<file path="src/rtl/operand_pkg.sv">
// Shared constants for the operand-select stage: source indices, default widths,
// and the occupancy encoding of its 2-entry result buffer.
package operand_pkg;
  localparam int SRC_REG  = 0;
  localparam int SRC_IMM  = 1;
  localparam int SRC_FWD0 = 2;

  localparam int DEF_DATA_W = 64;
  localparam int DEF_IMM_W  = 12;

  typedef enum logic [1:0] {
    LVL_EMPTY = 2'd0,
    LVL_ONE   = 2'd1,
    LVL_FULL  = 2'd2
  } fifo_lvl_e;

  // A select port is never narrower than one bit, even for one or two sources.
  function automatic int sel_width(input int num_src);
    return (num_src > 2) ? $clog2(num_src) : 1;
  endfunction
endpackage

</file>
<file path="src/rtl/opsel_fifo2.sv">
// Two-entry result buffer. The occupancy state is the level output, so the
// FSM state is always visible to checkers.
module opsel_fifo2
  import operand_pkg::*;
#(
  parameter int DATA_W = DEF_DATA_W
) (
  input  logic              clk,
  input  logic              rst_n,
  input  logic              push,
  input  logic              pop,
  input  logic [DATA_W-1:0] wdata,
  output logic [1:0]        level,
  output logic [DATA_W-1:0] rdata
);
  fifo_lvl_e         state;
  logic              wr_ptr;
  logic              rd_ptr;
  logic              do_push;
  logic              do_pop;
  logic [DATA_W-1:0] mem [2];

  assign do_push = push && (state != LVL_FULL);
  assign do_pop  = pop && (state != LVL_EMPTY);

  always_ff @(posedge clk or negedge rst_n) begin
    if (!rst_n) begin
      state  <= LVL_EMPTY;
      wr_ptr <= 1'b0;
      rd_ptr <= 1'b0;
    end else begin
      if (do_push) wr_ptr <= ~wr_ptr;
      if (do_pop)  rd_ptr <= ~rd_ptr;
      case (state)
        LVL_EMPTY: if (do_push) state <= LVL_ONE;
        LVL_ONE: begin
          if (do_push && !do_pop)      state <= LVL_FULL;
          else if (!do_push && do_pop) state <= LVL_EMPTY;
        end
        LVL_FULL:  if (do_pop) state <= LVL_ONE;
        default:   state <= LVL_EMPTY;
      endcase
    end
  end

  // Storage is deliberately not reset; the empty state masks it on the read side.
  always_ff @(posedge clk) begin
    if (do_push) mem[wr_ptr] <= wdata;
  end

  assign level = state;
  assign rdata = (state == LVL_EMPTY) ? '0 : mem[rd_ptr];
endmodule

</file>
<file path="src/rtl/operand_select_stage.sv">
// Operand select stage: picks register / extended immediate / forwarded value,
// flags out-of-range selects, and buffers results with one cycle of latency.
module operand_select_stage
  import operand_pkg::*;
#(
  parameter int DATA_W  = DEF_DATA_W,
  parameter int IMM_W   = DEF_IMM_W,
  parameter int NUM_SRC = 4,
  localparam int SEL_W  = sel_width(NUM_SRC),
  localparam int FWD_N  = (NUM_SRC > 2) ? NUM_SRC - 2 : 1
) (
  input  logic                    clk,
  input  logic                    rst_n,
  input  logic                    in_valid,
  output logic                    in_ready,
  input  logic [SEL_W-1:0]        sel,
  input  logic [DATA_W-1:0]       register,
  input  logic [IMM_W-1:0]        immediate,
  input  logic                    imm_sext,
  input  logic [FWD_N*DATA_W-1:0] fwd,
  output logic                    out_valid,
  input  logic                    out_ready,
  output logic [DATA_W-1:0]       result,
  output logic                    err,
  input  logic                    err_clr,
  output logic [1:0]              level
);
  // Handshake: a transfer happens on a rising edge where valid && ready; the
  // producer holds its payload until then, and ready never depends on valid.
  logic              push;
  logic              pop;
  logic              sel_bad;
  logic [DATA_W-1:0] imm_ext;
  logic [DATA_W-1:0] operand;
  int                sel_i;

  assign in_ready  = (level != LVL_FULL);
  assign out_valid = (level != LVL_EMPTY);
  assign push      = in_valid && in_ready;
  assign pop       = out_valid && out_ready;
  assign sel_i     = int'(sel);

  if (IMM_W >= DATA_W) begin : g_imm_full
    assign imm_ext = immediate[DATA_W-1:0];
  end else begin : g_imm_ext
    assign imm_ext = {{(DATA_W-IMM_W){imm_sext & immediate[IMM_W-1]}}, immediate};
  end

  always_comb begin
    operand = '0;
    sel_bad = 1'b0;
    if (sel_i == SRC_REG) begin
      operand = register;
    end else if (sel_i == SRC_IMM) begin
      operand = imm_ext;
    end else if (sel_i >= NUM_SRC) begin
      sel_bad = 1'b1;
    end else begin
      for (int k = SRC_FWD0; k < NUM_SRC; k++) begin
        if (sel_i == k) operand = fwd[(k-SRC_FWD0)*DATA_W +: DATA_W];
      end
    end
  end

  // A new error on an accepted push wins over a same-cycle clear.
  always_ff @(posedge clk or negedge rst_n) begin
    if (!rst_n)                err <= 1'b0;
    else if (push && sel_bad)  err <= 1'b1;
    else if (err_clr)          err <= 1'b0;
  end

  opsel_fifo2 #(.DATA_W(DATA_W)) u_fifo (
    .clk   (clk),
    .rst_n (rst_n),
    .push  (push),
    .pop   (pop),
    .wdata (operand),
    .level (level),
    .rdata (result)
  );
endmodule

</file>
<file path="config.mk">
export PLATFORM = sky130hd
export DESIGN_NAME = operand_select_stage
export DESIGN_NICKNAME = d
export VERILOG_FILES = /design/src/rtl/operand_pkg.sv /design/src/rtl/opsel_fifo2.sv /design/src/rtl/operand_select_stage.sv
export SDC_FILE = /design/constraint.sdc
export NUM_CORES = 1
export LEC_CHECK = 0
export CAP_MARGIN = 20
export CORE_ASPECT_RATIO = 0.6
export CORE_UTILIZATION = 47
export CTS_BUF_LIST = sky130_fd_sc_hd__clkbuf_16
export DETAILED_ROUTE_END_ITERATION = 16
export MAX_ROUTING_LAYER = met4
export PLACE_DENSITY = 0.87
export SLEW_MARGIN = 20
export SYNTH_ARGS = -nofsm -noshare
export SYNTH_HDL_FRONTEND = slang
export SYNTH_SLANG_ARGS = --single-unit
</file>
<file path="constraint.sdc">
create_clock -name clk -period 7.6 [get_ports clk]
set_input_delay 0.76 -clock clk [delete_from_list [all_inputs] [get_ports clk]]
set_output_delay 0.76 -clock clk [all_outputs]
set_load 0.1 [all_outputs]
</file>
== After elaboration in Yosys (flattened, before gate mapping) ==
Memories as Yosys holds them, arrays and structs flattened.
Cells that the tools add are included.
Storage, ports and cells
  bits in writable memories: 128
  flip-flop bits (word level): 5
  memories kept: 1
  logic and storage cells: 50
  output and inout bits: 69
Operators by class
  bitwise gates (word level): 3
  $lt $le $gt $ge: 1
  multiplexer cells: 18
  reductions and logical operators: 14
  eq/ne operators: 9
Memory list
  u_fifo.mem: depth 2, width 64, rd ports 1, clocked after Yosys merged registers in 0, write ports 1, RTL line opsel_fifo2.sv:21  | logic [DATA_W-1:0] mem [2];
Operators by type and width (count)
  64-bit two-way mux: 6
  32-bit zero test: 1
  2-bit two-way mux: 4
  1-bit logical AND: 7
  1-bit two-way mux: 7
  2-bit equality test, second input constant: 3
  2-bit case mux with 3 select lines: 1
  2-bit by 1-bit equality test with 1-bit output, second input constant: 2
  2-bit by 1-bit inequality test with 1-bit output, second input constant: 2
  2-bit nonzero test: 2
  2-bit by 3-bit >= comparator with 1-bit output, second input constant: 1
  3-bit by 1-bit inequality test with 1-bit output, second input constant: 1
  3-bit AND reduction: 1
  1-bit zero test: 2
  2-bit zero test: 1
  2-bit inequality test, second input constant: 1
  1-bit inverter: 2
  1-bit bitwise AND: 1

== Depth between registers and ports, before layout ==
Gate-level depths: netlist of the first run.
  word-level depth: 8
  gate-level depth with buffers: 6
  depth with buffers taken out: 6

== By module ==
Synthesis of the first run repeated with hierarchy kept, for this count alone.
Unflattened totals
  cells, all modules: 378
  area total of the unflattened synthesis: 6717.7 um^2
By module, submodules not included
  opsel_fifo2: cells each 287, times used 1, seq. area each 3943.8 um^2, area each 5046.1 um^2
  operand_select_stage: cells each 91, times used 1, seq. area each 0.0 um^2, area each 1671.6 um^2

== Least setup slack after synthesis of the first run ==
Ideal clock, no wire load.
  path kind: flip-flop to flip-flop
  start: register u_fifo.state[0] (netlist: u_fifo.level[0])
  end: memory u_fifo.mem[0][0] (netlist name) (enable)
  path slack: 2243 ps
  arrival: 4870 ps
  cell stages (with the launch flop): 4
  setup time: 487 ps
  buffers on the path: 0
  cells stage by stage: dfrtp_1 > nand2b_1 > nand2_1 > nor2_1
On the way
  longest elaborated chain between the ends: 5
Ends and longest elaborated chain
  start, declared: RTL line opsel_fifo2.sv:16  | fifo_lvl_e state;
  start signal, assigned: RTL line opsel_fifo2.sv:28  | state <= LVL_EMPTY;
  start signal, assigned: RTL line opsel_fifo2.sv:35  | LVL_EMPTY: if (do_push) state <= LVL_ONE;
  start signal, assigned: RTL line opsel_fifo2.sv:37  | if (do_push && !do_pop) state <= LVL_FULL;
  2-bit inequality test (*): RTL line operand_select_stage.sv:37  | assign in_ready = (level != LVL_FULL);
  net in_ready: RTL line operand_select_stage.sv:15  | output logic in_ready,
  1-bit logical AND: RTL line operand_select_stage.sv:39  | assign push = in_valid && in_ready;
  1-bit logical AND (*): RTL line opsel_fifo2.sv:23  | assign do_push = push && (state != LVL_FULL);
  1-bit two-way mux (*): RTL line opsel_fifo2.sv:48  | if (do_push) mem[wr_ptr] <= wdata;
  1-bit two-way mux (implied by the code) (*): RTL line opsel_fifo2.sv:48
  end, declared: RTL line opsel_fifo2.sv:21
Mark *: on every way through the listed nets, which the timed path passes. The rest lies on a longest branch.

== Worst setup path after layout of the first run ==
  start: register u_fifo.state[1] (netlist: u_fifo.level[1])
  end: output port result[33]
On the way
  longest elaborated chain between the ends: 2
Ends and longest elaborated chain
  2-bit zero test: RTL line opsel_fifo2.sv:52  | assign rdata = (state == LVL_EMPTY) ? '0 : mem[rd_ptr];
  64-bit two-way mux: RTL line opsel_fifo2.sv:52
  end, declared: RTL line operand_select_stage.sv:23  | output logic [DATA_W-1:0] result,
Every way passes these cells.

==> results by group, run 1 <==
Run status
  – Status: finished, final reports clean

Global routing
  – First-pass GRT wire length: 23900 microns
  – Overflow after GRT: 0
  – Initial antenna violation count: 0
  – Gr usage total: 0.232
  – Number of global-route vias before repair: ~4700
  – Largest net degree at the start of global routing: 66

Finish
  – Area growth from synthesis to layout: 52.2%
  – # fillers: 875
  – Ant. Diodes: 0
  – Nets: approximately 860
  – Final Cell Area: approximately 0.010 sq mm
  – Fraction of layout cells with a size suffix above 1: 0.157
  – Final core occ: 0.737

Synth
  – Synth Area in Simple Gates: 0.0428
  – Warnings from Yosys: 0
  – Synthesized cell area: between 0.006 and 0.007 sq mm
  – Post-synthesis cell type count: 20
  – Biggest area consumer among synthesized cells: edfxtp_1
  – Flops & latches, synth: between 100 and 150
  – Xor and xnor area share after synthesis: 0.00264
  – Largest family of logic cells by synthesized area: multiplexers
  – Syn avg cell area: about 18 sq um
  – Ranking of synthesized cells by area: edfxtp_1 (58%), mux4_2 (21%), mux2i_1 (9.8%)
  – Sequential area share after synthesis: 0.594
  – Post-synthesis mux area share: 0.316
  – Yosys top cell area share: 0.579
  – Synth Area in Compound Gates: 0.00189
  – Synth Area in Adders: 0.00189
  – Syn nets: 590
  – Cells after Synth: about 380

Worst setup path
  – Worst setup EP type: primary output
  – R2R cell count: 4
  – FF-to-FF End: u_fifo.mem[0][22]
  – Worst EP required: between 6 and 7 ns
  – Critical Path Fanout Max: 38
  – R2r setup slk: a little over 5 ns
  – FF-to-FF Start: u_fifo.level[0]
  – Worst Setup Path Type: flop to primary output
  – Worst Path Arrival: ~3.1 ns
  – Critical Path Source Type: flop

Drt
  – DR WL/cell: between 15 and 20 microns
  – Via/cell ratio: approximately 5.3
  – Antenna viol nets, final: 0
  – Detailed Route Iter0 Violations: between 200 and 300
  – DRC: 0
  – Final WL: between 15000 and 20000 microns
  – Pre-Repair DR Iteration Count: 4
  – Via count: ~4500

Placement
  – HPWL after detailed placement: between 10000 and 15000 microns
  – RePlAce Congestion: just under 0.8
  – IO buf count: approximately 280
  – Place WS: roughly 4 ns
  – Placed cell area: between 0.009 and 0.01 sq mm

CTS
  – CTS buffer count: 17
  – Worst-skew pair later-pin latency: ~0.4 ns
  – Setup bufs post-CTS: 0
  – Maximum root-to-sink buffer count: 2
  – CTS root buffer: clkbuf_16
  – TritonCTS clock tree: yes
  – Cts repair resizes: 0
  – Clock slew at reported path FFs: roughly 0.060 ns
  – H-tree depth: 4
  – CTS Hold Buffers Added: 0
  – Clock sink count: ~130

Power
  – Leakage: 3.64 nW
  – Pwr Density: about 450 mW/mm^2
  – Worst ir drop on vdd: roughly 0.3 mV

STA
  – Final worst slack: approximately 3.8 ns
  – RSZ-0062 raised after global routing: false
  – Slew HR: 0.303
  – Min Tclk post-route: 3.84 ns
  – Setup TNS Final: 0 ns
  – Hold Vio Cnt, Final: 0
  – Final slew viol count: 0
  – Worst-margin pin slew: roughly 1.0 ns
  – Clock Skew: ~0.0055 ns
  – Fmax: about 0.26 GHz
  – Fraction of the cycle the final worst path needs: 0.506
  – Count of final setup violators: 0

Hold path
  – Hold depth: 1
  – Hold path endpoint: u_fifo.wr_ptr
  – Hold Path Origin: u_fifo.wr_ptr
  – Hold WC Path Type: flop to flop

Floorplan
  – Chip Width: roughly 160 microns
  – # rows: 33
  – Die area: 0.0146 sq mm
  – Die H: approximately 94 microns
  – I/O pin cnt: 281
  – Core area: about 0.014 sq mm
  – Initial core utilization: 0.484

Flow run
  – Max_cap viols: 0
## critical path, cell delays in order, from the launching register on
cell,delay (ns)
dfrtp_1,0.45
nor2_4,0.55
buf_4,0.52
nor2_1,0.12
clkdlybuf4s50_1,1.00
## cells in the mapped netlist, drive strengths merged
library cell / count
conb: 1
xnor2: 2
o22ai: 2
nand2: 2
edfxtp: 128
nor2: 66
and2: 1
dfrtp: 4
mux2i: 65
mux4: 64
nand2b: 1
nand3b: 1
and3: 1
buf: 35
inv: 3
ha: 1
## registers in the layout (all words and copies together), names as in the netlist
register,cells
u_fifo.mem,128
u_fifo.level,2
u_fifo.rd_ptr,1
u_fifo.wr_ptr,1
## cell type report
type                            count  area [sq um]  share of cell area
Clock buffer                       17           425              0.0421
Clock inverter                     15           189              0.0187
Inverter                            3          11.3             0.00111
Multi-Input combinational cell    207          2450               0.242
Sequential cell                   132          3950               0.391
Tap cell                          192           240              0.0238
Timing Repair Buffer              284          2840               0.281
## cells in the final DEF (no fill, tap or decap)
cell type and instances:
buf_16 1, and2_4 1, o22ai_1 2, clkdlybuf4s50_1 276
and3_2 1, edfxtp_1 128, clkinv_4 2, bufinv_16 4
clkinv_2 1, buf_4 6, nand2_1 2, clkbuf_16 17
buf_2 1, mux4_2 62, nand3b_1 1, nor2_1 64
ha_1 1, dfrtp_1 3, nand2b_1 1, conb_1 1
mux4_1 2, inv_6 1, inv_1 4, xnor2_1 2
nor2_4 2, clkinvlp_4 3, clkinv_1 3, mux2i_1 65
dfrtp_4 1
## worst max path at each step
stage | slack [ns] | startpoint | endpoint
after global placement | 4.12 | u_fifo.rd_ptr | result[45]
after detailed placement | 4.09 | u_fifo.rd_ptr | result[33]
final | 3.76 | u_fifo.level[1] | result[33]
after CTS | 3.63 | u_fifo.rd_ptr | result[33]
after floorplan | 2.24 | u_fifo.level[0] | u_fifo.mem[0][0]
after global routing | 3.60 | u_fifo.level[1] | result[33]
## where the power goes
| part | switching [mW] | leakage [nW] | internal (mW) | total (mW) |
|---|---|---|---|---|
| combinational | 1.93 | 2.09 | 0.654 | 2.59 |
| clock | 0.288 | 0.293 | 0.545 | 0.833 |
| sequential | 0.0807 | 1.25 | 1.01 | 1.09 |
| total | 2.30 | 3.64 | 2.21 | 4.51 |
## metrics by stage
stage	hold slack (ns)	std cells	power [mW]
finish	0.555	850	4.51
global route	0.574	850	4.66
CTS	0.554	849	4.53
detailed placement	0.541	817	3.69
global placement	0.532	817	3.66
floorplan	0.461	377	3.08
## per-layer routing
layer / global-route usage / wire length (microns) / up-vias
li1: - / - / 2041
met3: 0.0577 / 1100 / 21
met4: 0.0801 / 272 / 0
met2: 0.416 / 8710 / 196
met1: 0.255 / 6240 / 2252
met5: - / 0 / -
## kinds of logic (layout without fill, tap and decap cells)
family | count (synthesis) | count (layout)
AO/OA/AOI/OAI | 2 | 2
XOR/XNOR | 2 | 2
adder cells (fa/ha/maj) | 1 | 1
buffers and inverters | 38 | 319
flip-flops | 132 | 132
multiplexers | 129 | 129
other | 1 | 1
AND/OR/NAND/NOR | 72 | 72
Power figures use the tool's default switching activity.
==> run 2: changes to the inputs <==
- CORE_UTILIZATION: 47 -> 39
- PLACE_DENSITY: 0.87 -> 0.77
- clock period: 7.6 -> 3.2 ns (I/O delays scaled with it)
==> results by group, run 2 (synthesized netlist as in run 1, its figures left out) <==
Drt
  – Via count: 4537 (+0.60%)
  – DRC: 0 (unchanged)
  – Antenna viol nets, final: 0 (unchanged)
  – Final WL: 16900 microns (+3.8%)
  – Met3 WL: 1330 microns (+21%)
  – Detailed Route Iter0 Violations: 213 (-15%)
  – DR WL met2: 8580 microns (-1.5%)
  – Pre-Repair DR Iteration Count: 4 (unchanged)
  – Via/cell ratio: 5.09 (-4.0%)
  – Wire length on met1: 6870 microns (+10%)
  – Highest metal used: met4
  – DR WL/cell: 19.0 microns (-0.98%)

Finish
  – # fillers: 1230 (+41%)
  – Largest Register: u_fifo.mem
  – Nets: 862 (+0.47%)
  – Fraction of layout cells with a size suffix above 1: 0.266 (+0.110)
  – Area growth from synthesis to layout: 52.1% (about the same)
  – Post-Layout Cell Count: 891 (+4.8%)
  – Max FFs per register: 128 (unchanged)
  – Most frequent cells in the layout: clkdlybuf4s50_1 (210), edfxtp_1 (128), buf_4 (73)
  – Final Cell Area: 0.0101 sq mm (about the same)
  – Most common cell after layout, fill and taps aside: clkdlybuf4s50_1

Floorplan
  – Die H: 103 microns (+9.6%)
  – I/O pin cnt: 281 (unchanged)
  – Initial core utilization: 0.404 (-0.0805)
  – Die area: 0.0176 sq mm (+20%)
  – Core area: 0.0164 sq mm (+20%)
  – # rows: 36 (+9.1%)
  – Chip Width: 170 microns (+9.7%)

Global routing
  – Overflow after GRT: 0 (unchanged)
  – First-pass GRT wire length: 24700 microns (+3.4%)
  – Largest net degree at the start of global routing: 53 (-20%)
  – Initial antenna violation count: 2 (+2)
  – Number of global-route vias before repair: 4659 (-0.41%)
  – Gr usage total: 0.199 (-0.0329)

Worst setup path
  – Buffers and inverters on the worst path: 2 (unchanged)
  – Delay of the slowest cell on the worst path: 0.63 ns (-0.37 ns)
  – Worst Setup Path Type: flop to primary output
  – Critical Path Source Type: flop
  – Slowest cell on crit path: nor2_4
  – Worst setup EP type: primary output
  – Critical path cell sequence: nor2_4 > buf_12 > nor2_1 > buf_4
  – Worst EP required: 2.88 ns (-3.96 ns)
  – R2r setup slk: 1.17 ns (-3.94 ns)
  – R2R cell count: 6 (+2)
  – WP depth: 4 (unchanged)
  – Worst Path Arrival: 2.14 ns (-0.94 ns)
  – Critical Path Fanout Max: 35 (-7.9%)
  – Delay-heaviest family, CP: simple AND/OR/NAND/NOR gates

CTS
  – Setup bufs post-CTS: 0 (unchanged)
  – CTS buffer count: 17 (unchanged)
  – Worst-skew pair later-pin latency: 0.40 ns (about the same)
  – H-tree depth: 4 (unchanged)
  – CTS root buffer: clkbuf_16
  – Clock slew at reported path FFs: 0.06 ns (about the same)
  – TritonCTS clock tree: yes
  – Clock sink count: 132 (unchanged)
  – Maximum root-to-sink buffer count: 2 (unchanged)
  – CTS Hold Buffers Added: 0 (unchanged)
  – Cts repair resizes: 0 (unchanged)

STA
  – Fmax: slightly above 0.4 GHz
  – RSZ-0062 raised after global routing: false
  – Final worst slack: 0.743 ns (-3.01 ns)
  – Setup TNS Final: 0 ns (unchanged)
  – Min Tclk post-route: 2.46 ns
  – Count of final setup violators: 0 (unchanged)
  – Final slew viol count: 0 (unchanged)
  – Hold Vio Cnt, Final: 0 (unchanged)
  – Worst-margin pin slew: 0.991 ns (-0.0506 ns)
  – Slew HR: 0.337 (+0.0338)
  – Fraction of the cycle the final worst path needs: 0.768
  – Clock Skew: 0.0110 ns (+0.00554 ns)

Power
  – Flop pwr share: 0.240 (-0.002)
  – Pwr Density: 1070 mW/mm^2 (+140%)
  – Sw power: 5.49 mW (+140%)
  – Leakage: 3.79 nW (+4.2%)
  – Sw Ratio: 0.509 (about the same)
  – Tot Pwr: 10.8 mW (+140%)
  – Worst ir drop on vdd: 0.464 mV (+56%)
  – Clock power share: 0.200 (+0.015)
  – Internal power: 5.29 mW (+140%)
  – Combinational Power Share: 0.560 (-0.013)

Run status
  – Status: finished, final reports clean

Placement
  – IO buf count: 278 (unchanged)
  – HPWL after detailed placement: 12400 microns (+8.5%)
  – Place WS: 1.12 ns (-2.97 ns)
  – RePlAce Congestion: 0.732 (-5.0%)
  – Placed cell area: 0.00943 sq mm (-0.30%)
  – Placed cells: 858 (+5.0%)

Hold path
  – Hold WC Path Type: primary input to asynchronous set/reset pin

Flow run
  – Max_cap viols: 0 (unchanged)
-- run 2: worst reg2reg max path, delay by kind of cell (launching register included) --
family / cells / cell delay [ns]
buffers and inverters: 1 / 0.15
adder cells (fa/ha/maj): 1 / 0.26
AND/OR/NAND/NOR: 3 / 0.95
AO/OA/AOI/OAI: 1 / 0.14
flip-flops: 1 / 0.45
-- run 2: stage by stage --
step | hold slack (ns) | util
4_1_cts | 0.127 | 0.614
3_3_place_gp | 0.531 | 0.574
2_1_floorplan | 0.0244 | -
5_1_grt | 0.127 | 0.614
3_5_place_dp | 0.560 | 0.574
6_report | 0.142 | 0.614
-- run 2: final cells by class --
type                    instances  area (sq um)  share of cell area
multi-input cells             207          2450               0.243
clock inverters                14           235              0.0233
flip-flops and latches        132          3950               0.391
repair buffers                288          2740               0.271
well taps                     228           285              0.0283
diodes                          2          5.00            0.000496
inverters                       3          11.3             0.00112
clock buffers                  17           425              0.0421
-- run 2: worst paths after layout --
path / startpoint / end
worst max-delay path: u_fifo.level[1] / result[8]
min in group clk: sel[0] / u_fifo.mem[0][41]
max in group asynchronous: rst_n / u_fifo.rd_ptr
worst min-delay path: rst_n / u_fifo.level[1]
worst max register to register: u_fifo.level[1] / u_fifo.level[1]
worst min register to register: u_fifo.wr_ptr / u_fifo.wr_ptr
-- run 2: per-layer routing --
metal | track usage | vias to the layer above
li1 | - | 2055
met1 | 0.228 | 2277
met2 | 0.347 | 193
met3 | 0.0587 | 12
met4 | 0.0478 | 0
met5 | - | -
-- run 2: power groups by stage --
stage | clock [mW] | combinational (mW) | sequential (mW)
6_report | 2.16 | 6.03 | 2.59
4_1_cts | 2.20 | 6.09 | 2.59
3_3_place_gp | 0 | 6.04 | 2.60
5_1_grt | 2.26 | 6.25 | 2.63
3_5_place_dp | 0 | 6.08 | 2.63
2_1_floorplan | 0 | 4.71 | 2.60
